`config.mk`:
```
export PLATFORM = sky130hd
export DESIGN_NAME = pong_game_sequencer_flat
export DESIGN_NICKNAME = d
export VERILOG_FILES = /design/src/rtl/pong_game_sequencer_if.sv /design/src/rtl/pong_game_sequencer.sv /design/src/flat_wrapper.sv
export SDC_FILE = /design/constraint.sdc
export NUM_CORES = 1
export LEC_CHECK = 0
export ABC_AREA = 1
export BUFFER_PORTS_ARGS = -buffer_cell sky130_fd_sc_hd__buf_2
export CORE_ASPECT_RATIO = 0.8
export CORE_UTILIZATION = 51
export CTS_CLUSTER_SIZE = 30
export DETAILED_ROUTE_END_ITERATION = 6
export PLACE_DENSITY = 0.75
export SYNTH_ARGS = -nofsm -noshare
export SYNTH_HDL_FRONTEND = slang
export SYNTH_SLANG_ARGS = --single-unit
```
`constraint.sdc`:
```
create_clock -name iVGA_CLK -period 1.6 [get_ports iVGA_CLK]
set_clock_uncertainty 0.15 [all_clocks]
set_input_delay 0.16 -clock iVGA_CLK [delete_from_list [all_inputs] [get_ports iVGA_CLK]]
set_output_delay 0.16 -clock iVGA_CLK [all_outputs]
set_load 0.03 [all_outputs]
```
`src/rtl/pong_game_sequencer_if.sv`:
```
// Frame-level signals between the sync generator, physics/render logic and
// the pong game-flow sequencer.
interface pong_game_sequencer_if;
    logic       iVS;
    logic       start_in;
    logic       miss_l;
    logic       miss_r;
    logic       frame_tick;
    logic [2:0] state_o;
    logic       physics_en;
    logic       ball_reset;
    logic       serve_dir;
    logic [3:0] score_l;
    logic [3:0] score_r;
    logic       game_over;

    modport master (
        output iVS, start_in, miss_l, miss_r,
        input  frame_tick, state_o, physics_en, ball_reset, serve_dir,
               score_l, score_r, game_over
    );

    modport slave (
        input  iVS, start_in, miss_l, miss_r,
        output frame_tick, state_o, physics_en, ball_reset, serve_dir,
               score_l, score_r, game_over
    );
endinterface

```
`src/rtl/pong_game_sequencer.sv`:
```
// Pong match flow: vsync edge to frame tick, serve/play/point/over sequencing,
// score keeping. Everything advances only on the frame tick.
//
// state | meaning
// IDLE  | attract, waiting for start
// SERVE | countdown before play, ball centred
// PLAY  | physics running, watching for misses
// POINT | pause after a miss
// OVER  | match won, scores frozen until re-armed start
module pong_game_sequencer #(
    parameter int WIN_SCORE    = 5,
    parameter int SERVE_FRAMES = 60,
    parameter int POINT_FRAMES = 30
) (
    input  logic                  iVGA_CLK,
    input  logic                  iRST_n,
    pong_game_sequencer_if.slave  bus
);
    typedef enum logic [2:0] {
        S_IDLE  = 3'd0,
        S_SERVE = 3'd1,
        S_PLAY  = 3'd2,
        S_POINT = 3'd3,
        S_OVER  = 3'd4
    } state_t;

    localparam logic [7:0] SERVE_LD = 8'(SERVE_FRAMES);
    localparam logic [7:0] POINT_LD = 8'(POINT_FRAMES);
    localparam logic [3:0] WIN_LD   = 4'(WIN_SCORE);

    state_t     r_state;
    logic       r_vs_q;
    logic       r_frame_tick;
    logic       r_physics_en;
    logic       r_ball_reset;
    logic       r_serve_dir;
    logic [3:0] r_score_l;
    logic [3:0] r_score_r;
    logic       r_game_over;
    logic [7:0] r_cnt;
    logic       r_armed;

    always_ff @(posedge iVGA_CLK or negedge iRST_n) begin
        if (!iRST_n) begin
            r_state      <= S_IDLE;
            r_vs_q       <= 1'b1;
            r_frame_tick <= 1'b0;
            r_physics_en <= 1'b0;
            r_ball_reset <= 1'b0;
            r_serve_dir  <= 1'b1;
            r_score_l    <= 4'd0;
            r_score_r    <= 4'd0;
            r_game_over  <= 1'b0;
            r_cnt        <= 8'd0;
            r_armed      <= 1'b0;
        end else begin
            r_vs_q       <= bus.iVS;
            r_frame_tick <= bus.iVS & ~r_vs_q;
            r_ball_reset <= 1'b0;
            if (r_frame_tick) begin
                if (!bus.start_in) r_armed <= 1'b1;
                case (r_state)
                    S_IDLE: begin
                        if (bus.start_in) begin
                            r_score_l    <= 4'd0;
                            r_score_r    <= 4'd0;
                            r_serve_dir  <= 1'b1;
                            r_cnt        <= SERVE_LD;
                            r_ball_reset <= 1'b1;
                            r_state      <= S_SERVE;
                        end
                    end
                    S_SERVE: begin
                        r_cnt <= r_cnt - 8'd1;
                        if (r_cnt == 8'd1) begin
                            r_state      <= S_PLAY;
                            r_physics_en <= 1'b1;
                        end
                    end
                    S_PLAY: begin
                        if (bus.miss_l || bus.miss_r) begin
                            // Simultaneous misses are a wash: no point, serve unchanged.
                            if (bus.miss_l && !bus.miss_r) begin
                                if (r_score_r != 4'd15) r_score_r <= r_score_r + 4'd1;
                                r_serve_dir <= 1'b0;
                            end else if (bus.miss_r && !bus.miss_l) begin
                                if (r_score_l != 4'd15) r_score_l <= r_score_l + 4'd1;
                                r_serve_dir <= 1'b1;
                            end
                            r_cnt        <= POINT_LD;
                            r_state      <= S_POINT;
                            r_physics_en <= 1'b0;
                        end
                    end
                    S_POINT: begin
                        r_cnt <= r_cnt - 8'd1;
                        if (r_cnt == 8'd1) begin
                            if (r_score_l >= WIN_LD || r_score_r >= WIN_LD) begin
                                r_state     <= S_OVER;
                                r_game_over <= 1'b1;
                                r_armed     <= 1'b0;
                            end else begin
                                r_ball_reset <= 1'b1;
                                r_cnt        <= SERVE_LD;
                                r_state      <= S_SERVE;
                            end
                        end
                    end
                    S_OVER: begin
                        // Armed only after a tick with start released, so a held button can't restart.
                        if (bus.start_in && r_armed) begin
                            r_state     <= S_IDLE;
                            r_game_over <= 1'b0;
                        end
                    end
                    default: begin
                        r_state      <= S_IDLE;
                        r_physics_en <= 1'b0;
                        r_game_over  <= 1'b0;
                    end
                endcase
            end
        end
    end

    assign bus.frame_tick = r_frame_tick;
    assign bus.state_o    = r_state;
    assign bus.physics_en = r_physics_en;
    assign bus.ball_reset = r_ball_reset;
    assign bus.serve_dir  = r_serve_dir;
    assign bus.score_l    = r_score_l;
    assign bus.score_r    = r_score_r;
    assign bus.game_over  = r_game_over;
endmodule

```
`src/flat_wrapper.sv`:
```
// flat-port wrapper written by rule: the top's interface ports become plain ports
module pong_game_sequencer_flat 
#(
    parameter int WIN_SCORE    = 5,
    parameter int SERVE_FRAMES = 60,
    parameter int POINT_FRAMES = 30
)
  (iVGA_CLK, iRST_n, bus_iVS, bus_start_in, bus_miss_l, bus_miss_r, bus_frame_tick, bus_state_o, bus_physics_en, bus_ball_reset, bus_serve_dir, bus_score_l, bus_score_r, bus_game_over);
  pong_game_sequencer_if bus_i ();
  input  logic iVGA_CLK;
  input  logic iRST_n;
  input wire logic [$bits(bus_i.iVS)-1:0] bus_iVS;
  input wire logic [$bits(bus_i.start_in)-1:0] bus_start_in;
  input wire logic [$bits(bus_i.miss_l)-1:0] bus_miss_l;
  input wire logic [$bits(bus_i.miss_r)-1:0] bus_miss_r;
  output wire logic [$bits(bus_i.frame_tick)-1:0] bus_frame_tick;
  output wire logic [$bits(bus_i.state_o)-1:0] bus_state_o;
  output wire logic [$bits(bus_i.physics_en)-1:0] bus_physics_en;
  output wire logic [$bits(bus_i.ball_reset)-1:0] bus_ball_reset;
  output wire logic [$bits(bus_i.serve_dir)-1:0] bus_serve_dir;
  output wire logic [$bits(bus_i.score_l)-1:0] bus_score_l;
  output wire logic [$bits(bus_i.score_r)-1:0] bus_score_r;
  output wire logic [$bits(bus_i.game_over)-1:0] bus_game_over;
  assign bus_i.iVS = bus_iVS;
  assign bus_i.start_in = bus_start_in;
  assign bus_i.miss_l = bus_miss_l;
  assign bus_i.miss_r = bus_miss_r;
  assign bus_frame_tick = bus_i.frame_tick;
  assign bus_state_o = bus_i.state_o;
  assign bus_physics_en = bus_i.physics_en;
  assign bus_ball_reset = bus_i.ball_reset;
  assign bus_serve_dir = bus_i.serve_dir;
  assign bus_score_l = bus_i.score_l;
  assign bus_score_r = bus_i.score_r;
  assign bus_game_over = bus_i.game_over;
  pong_game_sequencer #(.WIN_SCORE(WIN_SCORE), .SERVE_FRAMES(SERVE_FRAMES), .POINT_FRAMES(POINT_FRAMES)) u_core (.iVGA_CLK(iVGA_CLK), .iRST_n(iRST_n), .bus(bus_i));
endmodule
```
# ---- Yosys cells after proc, flatten, opt, wreduce, memory -nomap -nowiden
# Cells that the tools add are included.
dict set report word_totals {
  register_bits 26
  inputBits 6
  output_inout_bits 16
  word_cells 101
}
dict set report op_classes {
  add_sub_neg 3
  magnitude_cmp 2
  eq_ne 19
  n_mux 43
  bitwise 4
  reduce_logical 19
}
# operator count
set ops {}
lappend ops {{4-bit 2-to-1 mux} 8}
lappend ops {{8-bit 2-to-1 mux} 4}
lappend ops {{8-bit one-hot mux with 4 select lines} 1}
lappend ops {{3-bit 2-to-1 mux} 6}
lappend ops {{2-bit by 1-bit inequality test with 1-bit output (second input constant)} 9}
lappend ops {{1-bit 2-to-1 mux} 17}
lappend ops {{4-bit one-hot mux with 2 select lines} 2}
lappend ops {{3-bit one-hot mux with 5 select lines} 1}
lappend ops {{6-bit AND reduction} 2}
lappend ops {{5-bit AND reduction} 2}
lappend ops {{4-bit by 1-bit adder with 4-bit output (second input constant)} 2}
lappend ops {{8-bit by 1-bit equality test with 1-bit output (second input constant)} 1}
lappend ops {{4-bit by 3-bit greater-or-equal comparator with 1-bit output (second input constant)} 2}
lappend ops {{4-bit inequality test (second input constant)} 2}
lappend ops {{4-bit AND reduction} 2}
lappend ops {{8-bit by 1-bit subtractor with 8-bit output (second input constant)} 1}
lappend ops {{7-bit AND reduction} 1}
lappend ops {{3-bit by 2-bit equality test with 1-bit output (second input constant)} 2}
lappend ops {{1-bit one-hot mux with 3 select lines} 2}
lappend ops {{3-bit OR reduction} 2}
lappend ops {{2-bit inequality test (second input constant)} 2}
lappend ops {{1-bit one-hot mux with 2 select lines} 2}
lappend ops {{4-bit nonzero test} 1}
lappend ops {{3-bit by 1-bit equality test with 1-bit output (second input constant)} 1}
lappend ops {{other kinds (9)} 15}

# ---- Longest topological paths before layout
# Gate-level depths: netlist of run 1.
dict set report depth {
  depth_word 6
  ltp_mapped 11
  mapped_depth_nobuf 11
}

# ---- Worst setup path after synthesis of run 1
# Ideal clock, no wire load.
dict set report synth_path {
  kind {register -> register}
  startpoint {register u_core.r_score_l[1] (netlist: u_core.bus.score_l[1])}
  endpoint {register u_core.r_cnt[1]}
  setup_ps 117
  arrival_ps 1464
  t_required_ps 1333
  path_slack_ps -131
  path_stages_with_launch 9
  n_path_buf 0
  period_less_slack_ps 1731
  path_cell_list {dfrtp_1 inv_1 ha_1 o21ai_0 nand3_1 nand2_1 nand3_1 nand3_1 nand2_1}
}
dict set report synth_via {
  elab_chain_len 5
}
# item line
set synth_lines {}
lappend synth_lines {{start: declaration} pong_game_sequencer.sv:37} ;# logic [3:0] r_score_l;
lappend synth_lines {{start signal: assignment} pong_game_sequencer.sv:87} ;# if (r_score_l != 4'd15) r_score_l <= r_score_l + 4'd1;
lappend synth_lines {{4-bit by 3-bit greater-or-equal comparator with 1-bit output} pong_game_sequencer.sv:98} ;# if (r_score_l >= WIN_LD || r_score_r >= WIN_LD) begin
lappend synth_lines {{1-bit logical OR} pong_game_sequencer.sv:98}
lappend synth_lines {{8-bit 2-to-1 mux} pong_game_sequencer.sv:98}
lappend synth_lines {{8-bit 2-to-1 mux} pong_game_sequencer.sv:97} ;# if (r_cnt == 8'd1) begin
lappend synth_lines {{8-bit one-hot mux with 4 select lines} pong_game_sequencer.sv:62} ;# case (r_state)
lappend synth_lines {{end signal: assignment} pong_game_sequencer.sv:74} ;# r_cnt <= r_cnt - 8'd1;
lappend synth_lines {{end signal: assignment} pong_game_sequencer.sv:96} ;# r_cnt <= r_cnt - 8'd1;
lappend synth_lines {{end: declaration} pong_game_sequencer.sv:40} ;# logic [7:0] r_cnt;
# No other way between the ends.
# A chain may end at the register's enable or synchronous reset.

# ---- Final worst setup path of run 1
dict set report layout_path {
  startpoint {register u_core.r_score_l[0] (netlist: u_core.bus.score_l[0])}
  endpoint {register u_core.r_cnt[2]}
}
# The elaborated chain is that of the path after synthesis.

==> flow_metrics.env, run 1 <==
export IMPL_status="complete, no violations"
export IMPL_worst_slack_ns=0.0482
export IMPL_cts_inserted_buffers=3
export IMPL_grt_pass1_wl_mm=6.05
export IMPL_fin_crit_ns=1.55
export IMPL_routed_top_layer="met4"
export IMPL_synth_distinct_cells=22
export IMPL_cts_root_buf="clkbuf_8"
export IMPL_start_util=0.564
export IMPL_critical_path_class="flip-flop to flip-flop"
export IMPL_setup_tns_ns=0
export IMPL_max_freq_mhz=644
export IMPL_grtUsageTotal=0.234
export IMPL_drt_met1_wl_mm=1.92
export IMPL_synth_avg_cell_area_um2=7.22
export IMPL_chipWidth_um=65.2
export IMPL_place_ws_ns=-0.0479
export IMPL_antenna_found_initial=0
export IMPL_finalCritPeriodShare=0.970
export IMPL_ys_warn_count=0
export IMPL_grt_setup_unrepaired="true"
export IMPL_area_growth_pct=32.7
export IMPL_num_antenna_cells=0
export IMPL_grt_pass1_vias=1338
export IMPL_drive_gt1_frac=0.363
export IMPL_drt_initial_drc_count=96
export IMPL_yosysSeqAreaShare=0.400
export IMPL_wl_met3_um=240
export IMPL_fin_area_um2=2170
export IMPL_drv_slew=0
export IMPL_cts_buffer_depth=2
export IMPL_setup_viol=0
export IMPL_cts_tree="built"
export IMPL_power_w=0.00319
export IMPL_clk_pin_slew_worst_paths_ns=0.09
export IMPL_min_path_type="primary input to flip-flop"
export IMPL_htree_levels=1
export IMPL_rows=17
export IMPL_first_pass_iters=4
export IMPL_wl_met2_mm=1.62
export IMPL_syn_area_um2=1630
export IMPL_port_buffers=21
export IMPL_grt_remaining_overflow=0
export IMPL_grt_max_degree=27
export IMPL_worst_pin_slew_ns=0.587
export IMPL_routed_via_count=1559
export IMPL_worstSkewPairLatency_ns=0.27
export IMPL_crit_path_max_fanout=5
export IMPL_cp_required_ns=1.67
export IMPL_die_h_um=52.6
export IMPL_ys_ff_latch=26
export IMPL_placed_cell_area_um2=1920
export IMPL_antenna_left=0
export IMPL_start_kind="flip-flop"
export IMPL_p_leak_nw=1.15
export IMPL_avgViaCountPerCell=5.01
export IMPL_route_detailed_drc=0
export IMPL_syn_nets=240
export IMPL_design_core_area_um2=2890
export IMPL_hold_viol_final=0
export IMPL_wl_mm=3.83
export IMPL_crit_arrival_ns=1.62
export IMPL_gp_congestion=0.855
export IMPL_hpwl_mm=2.66
export IMPL_wl_per_cell_um=12.3
export IMPL_power_density_nw_per_um2=1470
export IMPL_end_kind="flip-flop"
export IMPL_cts_sinks=26
export IMPL_hold_ws_ns=0.0689
export IMPL_synth_cells=226
export IMPL_drv_cap=0
export IMPL_ir_drop_v=0.000703
export IMPL_io_pins=22
export IMPL_relSlewSlack=0.608
export IMPL_die_area_um2=3430
export IMPL_nets=288
per-stage QoR:
stage          std cells   util
2_1_floorplan        226      -
3_3_place_gp         301  0.662
3_5_place_dp         301  0.662
4_1_cts              307  0.699
5_1_grt              311  0.749
6_report             311  0.749
timing repair:
action                     CTS  global route
pin swaps                    2            16
hold buffers                 2             0
resized for setup            8            38
setup endpoints to repair    9            22
buffers inserted             0             4
hold endpoints to repair    26             0
sequential cells by signal (all words and copies together) (netlist names):
signal                 cells
u_core.bus.score_l         4
u_core.bus.frame_tick      1
u_core.bus.state_o         3
u_core.bus.serve_dir       1
u_core.r_armed             1
u_core.bus.physics_en      1
u_core.bus.ball_reset      1
u_core.bus.score_r         4
u_core.r_vs_q              1
u_core.r_cnt               8
u_core.bus.game_over       1
report_power, final:
group | switching, W | internal [W]
Sequential | 0.000172 | 0.000836
Combinational | 0.00109 | 0.000669
Clock | 0.000202 | 0.000220
Total | 0.00146 | 0.00173
per-layer routing:
metal  vias up  global-route usage
li1        808                   -
met1       698               0.360
met2        49               0.330
met3         4              0.0543
met4         0              0.0435
met5         -                   0
worst paths after layout:
check | startpoint | slack (ns) | depth (start not counted) | to
max | u_core.bus.score_l[0]$_DFFE_PN0P_ | 0.05 | 10 | u_core.r_cnt[2]$_DFFE_PN0P_
min reg2reg | u_core.bus.serve_dir$_DFFE_PN1P_ | 0.32 | 2 | u_core.bus.serve_dir$_DFFE_PN1P_
min in group asynchronous | iRST_n | 0.27 | 2 | u_core.bus.score_r[2]$_DFFE_PN0P_
min | bus_miss_r | 0.07 | 5 | u_core.bus.serve_dir$_DFFE_PN1P_
max reg2reg | u_core.bus.score_l[0]$_DFFE_PN0P_ | 0.05 | 10 | u_core.r_cnt[2]$_DFFE_PN0P_
max in group asynchronous | iRST_n | 0.61 | 2 | u_core.bus.score_l[0]$_DFFE_PN0P_
cells by family after synthesis:
family,share of synthesized area
AOI/OAI and AO/OA,0.0460
xor gates and xnor gates,0.0429
adders and majority gates,0.0614
buffers and inverters,0.0782
DFF,0.400
and+or+nand+nor,0.371
cell usage in the layout (no fill, tap or decap), types with 4 or more instances in the layout:
cell,count
nand4_1,5
dfrtp_1,17
ha_1,6
nand3_4,4
inv_2,8
nand2_2,9
xor2_1,6
buf_4,19
clkbuf_8,4
buf_2,21
nor2_1,18
nand2_1,60
dfrtp_2,7
nor2_4,6
nor2_2,10
nand3_1,22
inv_1,26
final cells by class:
type | count | area [um2]
clock buffers | 4 | 55.1
repair buffers | 43 | 279
multi-input cells | 166 | 995
inverters | 34 | 128
flip-flops and latches | 26 | 662
fillers | 235 | 727
well taps | 38 | 47.5
synthesized netlist by cell type:
library cell,number,area (um2)
nor2_1,27,101
xnor2_1,2,17.5
nor3_1,1,5.00
o21ai_1,2,10.0
a41oi_1,1,8.76
inv_2,1,3.75
dfrtp_1,24,601
inv_1,33,124
ha_1,8,100
nand3_2,2,20.0
o21ai_2,1,8.76
nor2_2,7,43.8
nand2_1,68,255
o21ai_0,5,25.0
nand3_4,1,17.5
a21oi_1,3,15.0
dfstp_2,2,52.6
nand4_1,5,31.3
nand3_1,25,125
o21bai_1,1,7.51
nand2_2,1,6.26
xor2_1,6,52.6
worst max-delay path: stages, from the launching register on:
cell	delay, ns
dfrtp_2	0.43
inv_2	0.08
ha_4	0.13
inv_2	0.04
o21ai_4	0.17
nand3_4	0.11
nor2_2	0.12
nand2_2	0.11
nand2_1	0.08
nand2_1	0.05
nand2_1	0.05
Note: power is estimated with default switching activity, not from simulation.
==> run 2, diff against run 1 <==
- CORE_UTILIZATION: 51 -> 57
- PLACE_DENSITY: 0.75 -> 0.79
- clock period: 1.6 -> 1.7 ns (I/O delays scaled with it)
==> flow_metrics.env, run 2 (synthesis results as in run 1) <==
export IMPL_worst_pin_slew_ns=0.578
export IMPL_switching_share=0.474
export IMPL_cts_buffer_depth=2
export IMPL_whs_path_depth=5
export IMPL_hpwl_mm=2.72
export IMPL_hold_ws_ns=0.0296
export IMPL_layout_commonest_cell="nand2_1"
export IMPL_gp_congestion=0.906
export IMPL_critical_path_class="flip-flop to flip-flop"
export IMPL_die_area_um2=3080
export IMPL_port_buffers=21
export IMPL_top_register="u_core.r_cnt"
export IMPL_antenna_found_initial=0
export IMPL_grt_max_degree=27
export IMPL_fin_crit_ns=1.60
export IMPL_area_growth_pct=22.5
export IMPL_largest_reg_flops=8
export IMPL_ir_drop_v=0.000657
export IMPL_antenna_left=0
export IMPL_die_h_um=49.9
export IMPL_crit_path_max_fanout=5
export IMPL_power_frac_seq=0.340
export IMPL_finalCritPeriodShare=0.942
export IMPL_switchingPower_w=0.00128
export IMPL_r2r_cells=8
export IMPL_hold_viol_final=0
export IMPL_wl_per_cell_um=12.1
export IMPL_chipWidth_um=61.8
export IMPL_htree_levels=1
export IMPL_p_leak_nw=1.10
export IMPL_utilization=0.774
export IMPL_status="complete, no violations"
export IMPL_end_kind="flip-flop"
export IMPL_setup_viol=0
export IMPL_crit_arrival_ns=1.73
export IMPL_cts_sinks=26
export IMPL_start_kind="flip-flop"
export IMPL_stdcell_count=303
export IMPL_cts_tree="built"
export IMPL_nets=282
export IMPL_design_core_area_um2=2580
export IMPL_placed_cell_area_um2=1850
export IMPL_clkPwrFrac=0.099
export IMPL_drive_gt1_frac=0.251
export IMPL_internal_power_w=0.00142
export IMPL_cp_required_ns=1.83
export IMPL_p_comb_frac=0.561
export IMPL_num_antenna_cells=0
export IMPL_cts_inserted_buffers=3
export IMPL_place_ws_ns=-0.00231
export IMPL_route_detailed_drc=0
export IMPL_grt_pass1_wl_mm=6.31
export IMPL_drv_slew=0
export IMPL_start_util=0.632
export IMPL_avgViaCountPerCell=5.18
export IMPL_final_cell_mix="nand2_1, inv_1, nor2_1, nand3_1"
export IMPL_worstSkewPairLatency_ns=0.32
export IMPL_grt_pass1_vias=1406
export IMPL_io_pins=22
export IMPL_clk_pin_slew_worst_paths_ns=0.14
export IMPL_grtUsageTotal=0.276
export IMPL_power_density_nw_per_um2=1350
export IMPL_wl_mm=3.66
export IMPL_relSlewSlack=0.615
export IMPL_first_pass_iters=4
export IMPL_fin_area_um2=2000
export IMPL_grt_remaining_overflow=0
export IMPL_worst_slack_ns=0.0989
export IMPL_rows=16
export IMPL_max_freq_mhz=625
export IMPL_drv_cap=0
export IMPL_cts_root_buf="clkbuf_4"
export IMPL_min_path_type="primary input to flip-flop"
export IMPL_routed_via_count=1571
export IMPL_drt_initial_drc_count=118
export IMPL_place_inst=292
==> run 2: cell types whose count changed in the layout (fill, tap and decap cells not counted), sizes merged <==
| cell | previous run | this run |
|---|---|---|
| buf | 41 | 34 |
| dlygate4sd3 | 2 | 3 |
==> run 2: critical path, stage by stage (launching register included) <==
cell and delay, ns:
dfrtp_1 0.43, buf_4 0.15, ha_2 0.19, nand3_1 0.09, a21oi_1 0.07, nor2_2 0.20, buf_4 0.15, nand3_1 0.06
nand2_1 0.07
==> run 2: per-layer routing <==
layer / vias up / routed length, um / GRT usage
met5: - / 0 / 0
met4: 0 / 17 / 0.0481
met3: 4 / 228 / 0.0656
met2: 45 / 1570 / 0.385
met1: 726 / 1850 / 0.435
li1: 796 / - / -
==> run 2: layout make-up <==
class	count	area, um2
tap	36	45.0
timing repair buffer	37	233
multi-input combinational	166	910
inverter	34	128
clock buffer	4	26.3
fill	193	584
sequential	26	657
==> run 2: what timing repair did <==
| item | CTS | global route |
|---|---|---|
| setup buffers | 0 | 4 |
| endpoints found under the setup margin | 5 | 22 |
| hold buffers | 3 | 0 |
| hold endpoints to repair | 27 | 0 |
| pin swaps | 1 | 3 |
| gates resized for setup | 1 | 20 |
==> run 2: worst paths after layout <==
path | startpoint | to | slack, ns
min in group asynchronous | iRST_n | u_core.bus.score_r[0]$_DFFE_PN0P_ | 0.21
worst max-delay path | u_core.bus.score_r[0]$_DFFE_PN0P_ | u_core.bus.score_r[2]$_DFFE_PN0P_ | 0.1
worst min-delay path | bus_miss_r | u_core.bus.serve_dir$_DFFE_PN1P_ | 0.03
worst max register to register | u_core.bus.score_r[0]$_DFFE_PN0P_ | u_core.bus.score_r[2]$_DFFE_PN0P_ | 0.1
worst min register to register | u_core.bus.serve_dir$_DFFE_PN1P_ | u_core.bus.serve_dir$_DFFE_PN1P_ | 0.33
max in group asynchronous | iRST_n | u_core.bus.score_l[1]$_DFFE_PN0P_ | 0.76
==> run 2: through the flow <==
| stage | TNS, ns | total power, W |
|---|---|---|
| after detailed placement | -0.00293 | 0.00229 |
| after global routing | -0.0367 | 0.00297 |
| after global placement | 0 | 0.00225 |
| after CTS | 0 | 0.00257 |
| after floorplan | 0 | 0.00188 |
| final | 0 | 0.00271 |
==> run 2: power by group through the flow <==
stage          sequential (W)  clock [W]  combinational, W
3_5_place_dp         0.000935          0           0.00135
4_1_cts              0.000922   0.000280           0.00137
6_report             0.000919   0.000269           0.00152
5_1_grt              0.000942   0.000309           0.00172
2_1_floorplan         0.00110          0          0.000778
3_3_place_gp         0.000931          0           0.00132
